`src/rtl/hazard_ctrl.sv`:
```
// Pipeline sequencer for the 5-stage core: stall/flush enables, E-stage forwarding, dmem wait/timeout FSM.
// Latency: combinational controls in the hazard cycle; a miss stalls until ack or MEM_TIMEOUT stalled cycles.
module hazard_ctrl #(
    parameter logic [1:0] LOAD_SEL    = 2'b10,
    parameter int         MEM_TIMEOUT = 16,
    parameter int         CNT_W       = 32
) (
    input  logic             clk,
    input  logic             rst,
    input  logic [4:0]       rs1D,
    input  logic [4:0]       rs2D,
    input  logic [4:0]       rs1E,
    input  logic [4:0]       rs2E,
    input  logic [4:0]       waddrE,
    input  logic [1:0]       wb_selE,
    input  logic [4:0]       waddrM,
    input  logic             reg_wrM,
    input  logic [4:0]       waddrW,
    input  logic             reg_wrW,
    input  logic             br_takenE,
    input  logic             dmem_reqM,
    input  logic             dmem_ackM,
    output logic             stallF,
    output logic             stallD,
    output logic             stallE,
    output logic             stallM,
    output logic             flushD,
    output logic             flushE,
    output logic             flushM,
    output logic             flushW,
    output logic [1:0]       forwardAE,
    output logic [1:0]       forwardBE,
    output logic             mem_fault,
    output logic [CNT_W-1:0] stall_cycles
);

    typedef enum logic [1:0] {RUN, MEM_WAIT, FAULT} state_t;

    localparam int WC_W = $clog2(MEM_TIMEOUT) + 1;

    state_t            state_q, state_d;
    logic [WC_W-1:0]   wait_q, wait_d;
    logic [CNT_W-1:0]  cnt_q;
    logic              loaduse, miss;

    function automatic logic [1:0] fwd_sel(input logic [4:0] rs, input logic [4:0] wm, input logic wrm,
                                           input logic [4:0] ww, input logic wrw);
        if (wrm && wm != 5'd0 && wm == rs)
            return 2'b01;
        else if (wrw && ww != 5'd0 && ww == rs)
            return 2'b10;
        else
            return 2'b00;
    endfunction

    assign loaduse = (wb_selE == LOAD_SEL) && (waddrE != 5'd0) && (waddrE == rs1D || waddrE == rs2D);
    assign miss    = dmem_reqM && !dmem_ackM;

    always_comb begin
        stallF    = 1'b0;
        stallD    = 1'b0;
        stallE    = 1'b0;
        stallM    = 1'b0;
        flushD    = 1'b0;
        flushE    = 1'b0;
        flushM    = 1'b0;
        flushW    = 1'b0;
        mem_fault = 1'b0;
        forwardAE = 2'b00;
        forwardBE = 2'b00;
        state_d   = state_q;
        wait_d    = wait_q;
        if (!rst) begin
            forwardAE = fwd_sel(rs1E, waddrM, reg_wrM, waddrW, reg_wrW);
            forwardBE = fwd_sel(rs2E, waddrM, reg_wrM, waddrW, reg_wrW);
            case (state_q)
                RUN: begin
                    if (miss) begin
                        {stallF, stallD, stallE, stallM, flushW} = 5'b11111;
                        state_d = MEM_WAIT;
                        wait_d  = WC_W'(1);
                    end else if (br_takenE) begin
                        flushD = 1'b1;
                        flushE = 1'b1;
                    end else if (loaduse) begin
                        stallF = 1'b1;
                        stallD = 1'b1;
                        flushE = 1'b1;
                    end
                end
                MEM_WAIT: begin
                    if (dmem_ackM) begin
                        // M advances this cycle, so the younger hazards resolve normally
                        if (br_takenE) begin
                            flushD = 1'b1;
                            flushE = 1'b1;
                        end else if (loaduse) begin
                            stallF = 1'b1;
                            stallD = 1'b1;
                            flushE = 1'b1;
                        end
                        state_d = RUN;
                        wait_d  = '0;
                    end else begin
                        {stallF, stallD, stallE, stallM, flushW} = 5'b11111;
                        if (wait_q == WC_W'(MEM_TIMEOUT - 1))
                            state_d = FAULT;
                        else
                            wait_d = wait_q + WC_W'(1);
                    end
                end
                FAULT: begin
                    mem_fault = 1'b1;
                    flushD    = 1'b1;
                    flushE    = 1'b1;
                    flushM    = 1'b1;
                    state_d   = RUN;
                    wait_d    = '0;
                end
                default: begin
                    state_d = RUN;
                    wait_d  = '0;
                end
            endcase
        end
    end

    always_ff @(posedge clk) begin
        if (rst) begin
            state_q <= RUN;
            wait_q  <= '0;
            cnt_q   <= '0;
        end else begin
            state_q <= state_d;
            wait_q  <= wait_d;
            if (stallF && cnt_q != {CNT_W{1'b1}})
                cnt_q <= cnt_q + CNT_W'(1);
        end
    end

    assign stall_cycles = rst ? '0 : cnt_q;

endmodule

```
`config.mk`:
```
export PLATFORM = sky130hd
export DESIGN_NAME = hazard_ctrl
export DESIGN_NICKNAME = d
export VERILOG_FILES = /design/src/rtl/hazard_ctrl.sv
export SDC_FILE = /design/constraint.sdc
export NUM_CORES = 1
export LEC_CHECK = 0
export ABC_AREA = 1
export CAP_MARGIN = 20
export CORE_ASPECT_RATIO = 1.75
export CORE_UTILIZATION = 44
export CTS_CLUSTER_SIZE = 8
export DETAILED_ROUTE_END_ITERATION = 16
export GPL_TIMING_DRIVEN = 0
export PLACE_DENSITY = 0.89
export SYNTH_ARGS = -nofsm -noshare
export SYNTH_HDL_FRONTEND = slang
export SYNTH_SLANG_ARGS = --single-unit
```
`constraint.sdc`:
```
create_clock -name clk -period 1.8 [get_ports clk]
set_clock_uncertainty 0.15 [all_clocks]
set_input_delay 0.36 -clock clk [delete_from_list [all_inputs] [get_ports clk]]
set_output_delay 0.36 -clock clk [all_outputs]
set_load 0.1 [all_outputs]
```
==> impl_metrics.toml <==
[power]
p_per_area_nw_per_um2 = 464
intPower_uw = 1900
p_clk_frac = 0.384
vdd_drop_max_mv = 0.331
p_sw_frac = 0.331
pwr-share-comb = 0.304
p_sw_uw = 939
p_seq_frac = 0.312
power.leakage_uw = 0.00230

[clock_network]
clk_path_buf_depth = 2
clock_sinks = 39
cts_buffers = 5
clkSlewWorstSetupHoldPaths_ps = 70
clock_latency_ps = 300
tritoncts = "yes"
h-tree-depth = 2
root_buffer = "clkbuf_16"

[floorplanning]
pin_count = 89
start_util = 0.451
num_rows = 41
die_w_um = 66.9
die_area_um2 = 7730
coreArea_um2 = 7180
die_h_um = 116

[min_path]
hold_path_class = "flip-flop to flip-flop"

[sta]
fmax_mhz = 456
fin_ws_ps = -394
worstMarginPinSlew_ps = 788
min_period_ps = 2190
setup_viol = 74
rsz0062_at_grt = "yes"
timing.slew.headroom = 0.475
drv_slew = 0
period_share = 1.22
hold_viol = 0

[place]
port_buffers = 88
hpwl_um = 8580
dp.cells = 730
dp_slack_ps = -1790
gp_congestion = 0.958
placedInstanceArea_um2 = 4760

[cells_and_area]
synthToLayoutAreaGrowth_pct = 88.9
fillers = 369
final_nets = 732
drive_gt1_frac = 0.491
multi_input_area_um2 = 3000
design_area_um2 = 6120
register_area_um2 = 813
fin_util = 0.853
diodes = 0
final_cells = 772

[global_routing]
grt_busiest_layer = "met2"
gr-total-overflow = 0
antenna_found_initial = 0
grt_pass1_wl_um = 21100
grt_use_met2 = 0.673
met3_usage = 0.0669
grt_max_degree = 13
grt.total_usage = 0.363
met1_usage = 0.339
grt_pass1_vias = 4419

[logic_synthesis]
avgSynthCellArea_um2 = 5.83
yosys_register_bits = 39
synth_nets = 603
syn_area_um2 = 3240
synthFlopType = "dfxtp_1"
ys_warn_count = 0
synth_edf_count = 0
ys_seq_area_frac = 0.241
ys_types = 27
synthArstFlopShare = 0
synthCells = 556

[critical_path]
worstPathArrival_ps = 2260
startpoint_type = "flip-flop"
worstPathMaxFanout = 8
path_class = "flip-flop to flip-flop"
cp.required_ps = 1870
timing.critical_path.to_type = "flip-flop"

[detailed_routing]
wl_per_cell_um = 20.9
viasPerCell = 6.14
drt-total-wl_um = 16100
vias = 4741
initialDrtViolationCount = 560
drc = 0
drt.antenna.violating_nets = 0
firstDrtPassIters = 6

[status]
failed_checks = "setup timing"
run_status = "complete, but fails checks"

[flow_run]
maxCapViolCount = 0
cells in the final DEF (no fill, tap or decap), types with 7 or more instances in the layout:
master,count
xor2_1,34
nor2_1,53
buf_8,26
buf_2,17
nand4_1,33
buf_12,25
buf_6,25
a21oi_2,25
dfxtp_2,17
nand2_2,22
nand2_4,18
nor2_4,47
nand2_1,111
a21oi_1,9
nor2_2,9
nand3_1,10
inv_1,52
dfxtp_1,19
clkbuf_16,7
inv_2,14
buf_4,31
area by class of cell:
type,instances,area share
Buffer,23,0.0449
Clock buffer,6,0.0227
Clock inverter,2,0.00572
Inverter,72,0.0482
Multi-Input combinational cell,421,0.491
Sequential cell,39,0.133
Tap cell,86,0.0176
Timing Repair Buffer,123,0.238
kinds of logic after synthesis:
| family | Yosys count | share of synthesized area |
|---|---|---|
| compound gates | 45 | 0.0714 |
| xor+xnor | 46 | 0.124 |
| fa+ha+maj | 3 | 0.0116 |
| buf+inv | 96 | 0.124 |
| flops | 39 | 0.241 |
| simple gates | 327 | 0.428 |
power groups by stage:
| stage | Combinational (uW) | Clock [uW] | Sequential, uW |
|---|---|---|---|
| floorplan | 402 | 0 | 903 |
| global placement | 602 | 0 | 905 |
| detailed placement | 617 | 0 | 905 |
| CTS | 744 | 1060 | 882 |
| global route | 890 | 1120 | 885 |
| finish | 862 | 1090 | 885 |
sequential cells by signal (all words and copies together), names as in the netlist:
register,flops
cnt_q,32
state_q,2
wait_q,5
routing by layer:
| metal | vias to the layer above | wire, um |
|---|---|---|
| li1 | 2008 | - |
| met1 | 2190 | 5000 |
| met2 | 387 | 8440 |
| met3 | 156 | 1190 |
| met4 | 0 | 1510 |
| met5 | - | 0 |
stage by stage:
stage | total power (uW) | TNS [ps] | hold slack [ps]
2_1_floorplan | 1300 | -3320 | 289
3_3_place_gp | 1510 | -85760 | 299
3_5_place_dp | 1520 | -87030 | 310
4_1_cts | 2690 | -4930 | 315
5_1_grt | 2890 | -15970 | 360
6_report | 2840 | -14230 | 345
cell usage after synthesis, types with 6 or more instances:
cell type    n  share of area
xor2_1      36          0.097
nor3_1      11          0.017
a21oi_1     37          0.057
dfxtp_1     39           0.24
xnor2_1     10          0.027
o21ai_0      6         0.0093
nand4_1     33          0.064
clkbuf_1    10          0.012
nor2_1     108           0.13
nand3_1     14          0.022
inv_1       67          0.078
nand2_1    151           0.17
worst max-delay path, cell delays in order, from the launching register on:
cell     delay [ps]
dfxtp_1         510
inv_1           190
nor3_1          380
nand4_4         230
nand3_4         250
buf_6           200
nand2_4          60
a21oi_2         140
final timing paths:
kind | cells after the start | endpoint | start | slack (ps)
hold reg to reg | 2 | cnt_q[31] | cnt_q[31] | 340
setup reg to reg | 7 | cnt_q[27] | cnt_q[28] | -390
hold / removal | 2 | cnt_q[31] | cnt_q[31] | 340
setup / recovery | 7 | cnt_q[27] | cnt_q[28] | -390
repair_timing:
item / CTS / global route
cloned: 6 / 0
pin swaps: 79 / 63
buffers inserted: 30 / 6
hold buffers: 0 / 0
resized for setup: 622 / 131
endpoints found under the setup margin: 79 / 77
Power figures use the tool's default switching activity.
